### src/rtl/alu_seq_pkg.sv
// rtl/alu_seq_pkg.sv - shared constants and FSM state type for the ALU opcode sequencer
//
// Purpose : default datapath widths and the 3-bit sequencer state encoding, shared by
//           the sequencer RTL and anything that talks to the ALU.
// Ports   : none (package).

package alu_seq_pkg;

  localparam int DEF_WIDTH         = 32;
  localparam int DEF_OPW           = 4;
  localparam int DEF_SETTLE_CYCLES = 2;

  typedef enum logic [2:0] {
    ST_IDLE    = 3'd0,
    ST_DRIVE   = 3'd1,
    ST_SETTLE  = 3'd2,
    ST_CAPTURE = 3'd3,
    ST_RESP    = 3'd4,
    ST_FIN     = 3'd5
  } seq_state_e;

endpackage

### src/rtl/alu_settle_cnt.sv
// rtl/alu_settle_cnt.sv - loadable down-counter timing the ALU settle window
//
// Purpose : counts the cycles the ALU inputs are held stable before capture.
// Ports   :
//   i_clk   in  clock, rising edge
//   i_rst   in  synchronous active-high reset (count cleared)
//   i_load  in  load the settle window (takes priority over i_dec)
//   i_dec   in  count down one step, saturating at zero
//   o_zero  out count is zero: the current cycle is the last settle cycle

module alu_settle_cnt #(
  parameter int SETTLE_CYCLES = 2
) (
  input  logic i_clk,
  input  logic i_rst,
  input  logic i_load,
  input  logic i_dec,
  output logic o_zero
);

  localparam int CW = (SETTLE_CYCLES > 1) ? $clog2(SETTLE_CYCLES) : 1;
  // Loaded with N-1 so that the zero flag marks the N-th settle cycle,
  // letting the FSM leave SETTLE on that same edge.
  localparam logic [CW-1:0] LOAD_VAL = CW'(SETTLE_CYCLES - 1);

  logic [CW-1:0] r_cnt;

  always_ff @(posedge i_clk) begin
    if (i_rst) begin
      r_cnt <= '0;
    end else if (i_load) begin
      r_cnt <= LOAD_VAL;
    end else if (i_dec && (r_cnt != '0)) begin
      r_cnt <= r_cnt - CW'(1);
    end
  end

  assign o_zero = (r_cnt == '0);

endmodule

### src/rtl/alu_op_sequencer.sv
// rtl/alu_op_sequencer.sv - opcode-sweep engine wrapped around the combinational ALU
//
// Purpose : on start, latches operands and an opcode range, then for each opcode drives
//           the ALU, waits SETTLE_CYCLES, captures result/carry/product and offers it on
//           a valid/ready response stream. Ends each sweep with a done pulse (plus err
//           when the range was empty, op_first > op_last).
// Ports   :
//   i_clk, i_rst                      clock, synchronous active-high reset
//   i_start                           begin sweep (sampled only when idle)
//   i_op1, i_op2                      operands, latched on accepted start
//   i_op_first, i_op_last             opcode range, latched on accepted start
//   o_alu_operand1/2, o_alu_opcode    registered ALU inputs
//   i_alu_result/carry_out/product    ALU outputs
//   o_resp_valid, i_resp_ready        response handshake
//   o_resp_opcode/result/carry/product captured response fields
//   o_busy                            high whenever the engine is not idle
//   o_done, o_err                     end-of-sweep pulse, empty-range flag

module alu_op_sequencer
  import alu_seq_pkg::*;
#(
  parameter int WIDTH         = DEF_WIDTH,
  parameter int OPW           = DEF_OPW,
  parameter int SETTLE_CYCLES = DEF_SETTLE_CYCLES
) (
  input  logic               i_clk,
  input  logic               i_rst,
  input  logic               i_start,
  input  logic [WIDTH-1:0]   i_op1,
  input  logic [WIDTH-1:0]   i_op2,
  input  logic [OPW-1:0]     i_op_first,
  input  logic [OPW-1:0]     i_op_last,
  output logic [WIDTH-1:0]   o_alu_operand1,
  output logic [WIDTH-1:0]   o_alu_operand2,
  output logic [OPW-1:0]     o_alu_opcode,
  input  logic [WIDTH-1:0]   i_alu_result,
  input  logic               i_alu_carry_out,
  input  logic [2*WIDTH-1:0] i_alu_product,
  output logic               o_resp_valid,
  input  logic               i_resp_ready,
  output logic [OPW-1:0]     o_resp_opcode,
  output logic [WIDTH-1:0]   o_resp_result,
  output logic               o_resp_carry,
  output logic [2*WIDTH-1:0] o_resp_product,
  output logic               o_busy,
  output logic               o_done,
  output logic               o_err
);

  seq_state_e         r_state;
  logic [WIDTH-1:0]   r_op1;
  logic [WIDTH-1:0]   r_op2;
  logic [OPW-1:0]     r_op_last;
  logic [OPW-1:0]     r_cur_op;
  logic               r_range_err;

  logic [WIDTH-1:0]   r_alu_operand1;
  logic [WIDTH-1:0]   r_alu_operand2;
  logic [OPW-1:0]     r_alu_opcode;
  logic               r_resp_valid;
  logic [OPW-1:0]     r_resp_opcode;
  logic [WIDTH-1:0]   r_resp_result;
  logic               r_resp_carry;
  logic [2*WIDTH-1:0] r_resp_product;
  logic               r_busy;
  logic               r_done;
  logic               r_err;

  logic               w_cnt_load;
  logic               w_cnt_dec;
  logic               w_cnt_zero;
  logic               w_xfer;

  assign w_cnt_load = (r_state == ST_DRIVE);
  assign w_cnt_dec  = (r_state == ST_SETTLE);
  assign w_xfer     = r_resp_valid && i_resp_ready;

  alu_settle_cnt #(
    .SETTLE_CYCLES (SETTLE_CYCLES)
  ) u_settle_cnt (
    .i_clk  (i_clk),
    .i_rst  (i_rst),
    .i_load (w_cnt_load),
    .i_dec  (w_cnt_dec),
    .o_zero (w_cnt_zero)
  );

  always_ff @(posedge i_clk) begin
    if (i_rst) begin
      r_state        <= ST_IDLE;
      r_op1          <= '0;
      r_op2          <= '0;
      r_op_last      <= '0;
      r_cur_op       <= '0;
      r_range_err    <= 1'b0;
      r_alu_operand1 <= '0;
      r_alu_operand2 <= '0;
      r_alu_opcode   <= '0;
      r_resp_valid   <= 1'b0;
      r_resp_opcode  <= '0;
      r_resp_result  <= '0;
      r_resp_carry   <= 1'b0;
      r_resp_product <= '0;
      r_busy         <= 1'b0;
      r_done         <= 1'b0;
      r_err          <= 1'b0;
    end else begin
      r_done <= 1'b0;
      r_err  <= 1'b0;
      case (r_state)
        ST_IDLE: begin
          if (i_start) begin
            r_op1     <= i_op1;
            r_op2     <= i_op2;
            r_op_last <= i_op_last;
            r_busy    <= 1'b1;
            if (i_op_first > i_op_last) begin
              // Empty range: skip straight to FIN, no response is ever offered.
              r_range_err <= 1'b1;
              r_state     <= ST_FIN;
            end else begin
              r_range_err <= 1'b0;
              r_cur_op    <= i_op_first;
              r_state     <= ST_DRIVE;
            end
          end
        end
        ST_DRIVE: begin
          r_alu_operand1 <= r_op1;
          r_alu_operand2 <= r_op2;
          r_alu_opcode   <= r_cur_op;
          r_state        <= ST_SETTLE;
        end
        ST_SETTLE: begin
          if (w_cnt_zero) begin
            r_state <= ST_CAPTURE;
          end
        end
        ST_CAPTURE: begin
          r_resp_opcode  <= r_cur_op;
          r_resp_result  <= i_alu_result;
          r_resp_carry   <= i_alu_carry_out;
          r_resp_product <= i_alu_product;
          r_resp_valid   <= 1'b1;
          r_state        <= ST_RESP;
        end
        ST_RESP: begin
          // Response fields and ALU inputs stay frozen until the consumer takes it.
          if (w_xfer) begin
            r_resp_valid <= 1'b0;
            if (r_cur_op == r_op_last) begin
              // Stop here rather than incrementing, so a range ending at the
              // top opcode never wraps back to zero.
              r_state <= ST_FIN;
            end else begin
              r_cur_op <= r_cur_op + OPW'(1);
              r_state  <= ST_DRIVE;
            end
          end
        end
        ST_FIN: begin
          r_done      <= 1'b1;
          r_err       <= r_range_err;
          r_range_err <= 1'b0;
          r_busy      <= 1'b0;
          r_state     <= ST_IDLE;
        end
        default: begin
          r_busy  <= 1'b0;
          r_state <= ST_IDLE;
        end
      endcase
    end
  end

  assign o_alu_operand1 = r_alu_operand1;
  assign o_alu_operand2 = r_alu_operand2;
  assign o_alu_opcode   = r_alu_opcode;
  assign o_resp_valid   = r_resp_valid;
  assign o_resp_opcode  = r_resp_opcode;
  assign o_resp_result  = r_resp_result;
  assign o_resp_carry   = r_resp_carry;
  assign o_resp_product = r_resp_product;
  assign o_busy         = r_busy;
  assign o_done         = r_done;
  assign o_err          = r_err;

endmodule

### config.mk
export PLATFORM = sky130hd
export DESIGN_NAME = alu_op_sequencer
export DESIGN_NICKNAME = d
export VERILOG_FILES = /design/src/rtl/alu_seq_pkg.sv /design/src/rtl/alu_settle_cnt.sv /design/src/rtl/alu_op_sequencer.sv
export SDC_FILE = /design/constraint.sdc
export NUM_CORES = 1
export LEC_CHECK = 0
export CAP_MARGIN = 10
export CORE_MARGIN = 2
export CORE_UTILIZATION = 47
export DETAILED_ROUTE_END_ITERATION = 12
export GPL_TIMING_DRIVEN = 0
export PLACE_DENSITY_LB_ADDON = 0.15
export REMOVE_ABC_BUFFERS = 1
export SETUP_SLACK_MARGIN = 0.3
export SLEW_MARGIN = 20
export SYNTH_ARGS = -nofsm -noshare
export SYNTH_HDL_FRONTEND = slang
export SYNTH_HIERARCHICAL = 1
export SYNTH_SLANG_ARGS = --single-unit
### constraint.sdc
create_clock -name i_clk -period 3.23 [get_ports i_clk]
set_input_delay 0.646 -clock i_clk [delete_from_list [all_inputs] [get_ports i_clk]]
set_output_delay 0.646 -clock i_clk [all_outputs]
set_load 0.05 [all_outputs]
# Word-level counts from Yosys, hierarchy flattened

Cells that the tools add are included.

Register bits: 250
Input port bits: 173
Output and inout port bits: 173
Word-level logic and storage cells: 70

Add/sub/neg operators: 2
$lt $le $gt $ge: 1
Equality and inequality tests: 11
Mux-type cells: 21
Bitwise logic cells: 2
Reductions and logical operators: 15

Operators with widths:

| kind                                                                  | count |
|---|---|
| 4-bit 2-to-1 mux                                                      | 4 |
| 3-bit 2-to-1 mux                                                      | 5 |
| 3-bit one-hot mux with 5 select lines                                 | 1 |
| 2-bit inequality test, second input constant                          | 5 |
| 4-bit one-hot mux with 2 select lines                                 | 1 |
| 2-bit AND reduction                                                   | 4 |
| 2-bit nonzero test                                                    | 4 |
| 1-bit 2-to-1 mux                                                      | 7 |
| 3-bit by 2-bit equality test with 1-bit output, second input constant | 2 |
| 3-bit equality test, second input constant                            | 2 |
| 1-bit one-hot mux with 2 select lines                                 | 3 |
| 5-bit AND reduction                                                   | 1 |
| 4-bit by 1-bit adder with 4-bit output, second input constant         | 1 |
| 4-bit equality test                                                   | 1 |
| 4-bit greater-than comparator                                         | 1 |
| 4-bit OR reduction                                                    | 1 |
| 3-bit by 1-bit equality test with 1-bit output, second input constant | 1 |
| 3-bit logical NOT                                                     | 1 |
| 3-bit AND reduction                                                   | 1 |
| 1-bit logical AND                                                     | 2 |
| 1-bit NOT                                                             | 2 |
| 2-bit OR reduction                                                    | 1 |
| 1-bit subtractor, second input constant                               | 1 |

# Logic depth before layout (Yosys ltp)

Depth after elaboration: 4
Gate-level depth with buffers: 7
Depth with buffers taken out: 7

# Hierarchy

Netlist, hierarchy kept.

Modules (own cells, without submodules):

| module           | times used | cells each | area each (sq um) |
|---|---|---|---|
| alu_op_sequencer | 1          | 1,123      | 8,837.2 |
| alu_settle_cnt   | 1          | 5          | 42.5 |

# Least setup slack after synthesis

OpenSTA, ideal clock, no wires.

Path kind: input port to flip-flop
Start point: input i_op_last[1]
End point: register r_cur_op[2]
Arrival time: 1,974 ps
Required time: 3,138 ps
Slack: 1,164 ps
Cell stages on the path: 7
Path buffers: 0
Cells stage by stage: inv_1 > ha_1 > nor2b_1 > o211ai_2 > a211oi_1 > or3_4 > o32ai_1

Cells in the longest elaborated chain, start to end: 3

Ends and longest elaborated chain:

| item                                   | line                    | text |
|---|---|---|
| start, declared                        | alu_op_sequencer.sv:32  | `input logic [OPW-1:0] i_op_last,` |
| 4-bit greater-than comparator          | alu_op_sequencer.sv:117 | `if (i_op_first > i_op_last) begin` |
| 2-bit inequality test (no source line) | --                      |  |
| 5-bit AND reduction (no source line)   | --                      |  |
| end signal, assigned                   | alu_op_sequencer.sv:123 | `r_cur_op <= i_op_first;` |
| end signal, assigned                   | alu_op_sequencer.sv:156 | `r_cur_op <= r_cur_op + OPW'(1);` |
| end, declared                          | alu_op_sequencer.sv:54  | `logic [OPW-1:0] r_cur_op;` |

No other way between the ends.
A chain may end at the register's enable or synchronous reset.

# Final worst setup path

Start point: register r_resp_product[58] (netlist: o_resp_product[58])
End point: output o_resp_product[58]

RTL lines:

| item                   | line                    | text |
|---|---|---|
| start, declared        | alu_op_sequencer.sv:64  | `logic [2*WIDTH-1:0] r_resp_product;` |
| start signal, assigned | alu_op_sequencer.sv:143 | `r_resp_product <= i_alu_product;` |
| end, declared          | alu_op_sequencer.sv:44  | `output logic [2*WIDTH-1:0] o_resp_product,` |

No word-level cell between the ends.

==> impl_metrics.yaml <==
status:
  outcome: "complete, no violations"
worst_setup_path:
  r2r_cells: 4
  cp.required_ns: 2.58
  slowest_delay_ns: 0.89
  r2r-start: "r_state[0]$_SDFFE_PP0P_"
  path_delay_family: "buffers and inverters"
  cp.depth: 1
  cpMaxStageDelayCell: "clkdlybuf4s50_1"
  path_class: "reg2out"
  crit_fanout: 2
  path_cells: "clkdlybuf4s50_1"
  end_kind: "primary output"
  crit_arrival_ns: 1.74
  startpoint_type: "flip-flop"
  worstReg2RegEnd: "o_alu_operand1[31]$_SDFFE_PP0P_"
  r2r_slack_ns: 1.12
  path_buf_inv: 1
pwr:
  combPwrFrac: 0.167
  p_leak_uw: 0.00464
  vdd_drop_max_mv: 0.532
  power.internal_uw: 5530
  p_sw_frac: 0.273
  p_seq_frac: 0.442
  p_switching_uw: 2080
  p_clk_frac: 0.391
  power_density_nw_per_um2: 570
drt:
  drt-wirelength-per-cell_um: 15.8
  met1_length_um: 10600
  drc: 0
  dr.max_layer_used: "met4"
  wl_um: 26500
  dr.pass1.iters: 7
  wl_met2_um: 12700
  vias_per_cell: 5.00
  drt_iter0_drc: 423
  dr_wl_met3_um: 2530
  num_vias: 8419
  drtAntennaViolNets: 0
clock_tree:
  cts_tree: "done"
  cts_resized: 0
  cts_buffers: 27
  clock_latency_ns: 0.51
  htree_levels: 1
  clock_path_buffers: 3
  hold_buffers: 0
  root_buffer: "clkbuf_16"
  path_clk_slew_ns: 0.06
  postCtsSetupBuffers: 0
  cts.sinks: 250
finish:
  multi_input_area_um2: 3530
  seqCellArea_um2: 5000
  syn_to_final_growth_pct: 50.4
  final_cell_mix: "nand2_1 (478), clkdlybuf4s50_1 (344), dfxtp_1 (250), a21oi_1 (247), clkbuf_16 (27)"
  n_fill_cell: 1538
  stdcell_area_um2: 13400
  final_common_cell: "nand2_1"
  stdcell_count: 1683
  nets: 1608
  drive_gt1_frac: 0.0456
floorplan:
  dieArea_um2: 20000
  coreArea_um2: 18600
  ios: 346
  die_h_um: 141
  initial_core_util: 0.476
  num_rows: 50
  die_w_um: 141
placement:
  place_inst: 1635
  dp_hpwl_um: 17700
  routabilityCongestion: 0.824
  portBuffers: 345
  dpl_cell_area_um2: 12500
timing:
  rsz0062_at_grt: "no"
  relSlewSlack: 0.472
  finalCritPeriodShare: 0.740
  worst_slew_pin_slew_ns: 0.792
  hold_viol_final: 0
  setup_viol_count_final: 0
  drv_slew: 0
  fin_worst_skew_ns: 0.00806
  max_freq_mhz: 419
  timing.final.crit_period_ns: 2.39
global_route:
  grt_pass1_vias: 7855
  grt_pass1_wl_um: 40700
  grt_max_degree: 129
  track_usage: 0.250
  grt-ovfl-total: 0
  grt_antenna_before_repair: 1
logic_synthesis:
  synth_flop_cell: "dfxtp_1"
  synth_warnings: 6
  seq_area_frac_synth: 0.564
  synth.distinct_cells: 39
  synth-async-reset-ratio: 0
  synth.cell_area_um2: 8880
  avgSynthCellArea_um2: 7.87
  synth_seq_cells: 250
  synth_edf_count: 0
  synth_cells: 1128
min_path:
  min_to: "o_alu_operand1[12]$_SDFFE_PP0P_"
  min_path_cells: 2
  holdCritPathClass: "reg2reg"
  hp-start: "r_op1[12]$_SDFFE_PP0P_"
run:
  max_cap_violations: 0
[through the flow]
step / setup WS [ns] / TNS (ns) / power [uW] / util / hold WS, ns
floorplan: 0.0208 / 0 / 4080 / - / 0.426
global placement: -6.42 / -1163.51 / 4650 / 0.659 / 0.436
detailed placement: 0.463 / 0 / 4700 / 0.670 / 0.443
CTS: 0.805 / 0 / 7680 / 0.716 / 0.441
global route: 0.798 / 0 / 7930 / 0.716 / 0.459
finish: 0.841 / 0 / 7610 / 0.716 / 0.447
[cells by family (layout without fill, tap and decap cells)]
| kind of cell | after synthesis | count (layout) | synth area share |
|---|---|---|---|
| AO/OA/AOI/OAI | 261 | 261 | 0.152 |
| XOR/XNOR | 4 | 4 | 0.00394 |
| adder cells (fa/ha/maj) | 5 | 5 | 0.00705 |
| buffers and inverters | 92 | 412 | 0.0434 |
| flip-flops | 250 | 250 | 0.564 |
| multiplexers | 2 | 2 | 0.00225 |
| other | 0 | 1 | 0 |
| AND/OR/NAND/NOR | 514 | 514 | 0.228 |
[Yosys cell counts, types with 4 or more instances]
cell type    n  area share
a21oi_1    247        0.14
buf_2       29       0.016
clkbuf_1    50       0.021
dfxtp_1    250        0.56
ha_1         5      0.0070
inv_1        9      0.0038
nand2_1    479        0.20
nand2b_1     4      0.0028
nand3_1      4      0.0023
nor2_1       7      0.0030
xnor2_1      4      0.0039
[power by group through the flow]
stage / combinational [uW] / clock (uW) / sequential (uW)
global placement: 1230 / 0 / 3420
CTS: 1280 / 3040 / 3360
global route: 1380 / 3160 / 3380
detailed placement: 1270 / 0 / 3430
finish: 1270 / 2970 / 3360
floorplan: 454 / 0 / 3630
[sequential cells by signal, summed over array words and instances, names as in the netlist]
name                count
o_alu_operand1         32
r_op2                  32
r_op1                  32
o_resp_result          32
o_err                   1
o_done                  1
o_resp_carry            1
o_resp_product         64
r_range_err             1
r_op_last               4
r_state                 3
r_cur_op                4
o_busy                  1
o_resp_valid            1
o_alu_opcode            4
u_settle_cnt/r_cnt      1
o_alu_operand2         32
o_resp_opcode           4
[final cells by class]
type | instances | share of cell area
inverter | 12 | 0.00356
clock inverter | 7 | 0.00515
sequential | 250 | 0.375
multi-input combinational | 786 | 0.265
antenna | 1 | 0.000187
tap | 234 | 0.0219
timing repair buffer | 353 | 0.270
clock buffer | 40 | 0.0595
[worst max path at each step]
stage / endpoint / startpoint / slack (ns)
after global routing: o_resp_product[58] / o_resp_product[58]$_SDFFE_PP0N_ / 0.80
after detailed placement: r_op2[23]$_SDFFE_PP0P_ / i_start / 0.46
final: o_resp_product[58] / o_resp_product[58]$_SDFFE_PP0N_ / 0.84
after global placement: r_cur_op[1]$_SDFFE_PP0P_ / i_rst / -6.42
after floorplan: r_range_err$_SDFFE_PP0P_ / i_start / 0.02
after CTS: o_resp_product[58] / o_resp_product[58]$_SDFFE_PP0N_ / 0.80
[metal layers]
metal | track usage | vias to the layer above
li1 | - | 4242
met1 | 0.305 | 3857
met2 | 0.418 | 280
met3 | 0.0840 | 40
met4 | 0.0811 | 0
met5 | 0 | -
(Power assumes the default switching activity.)
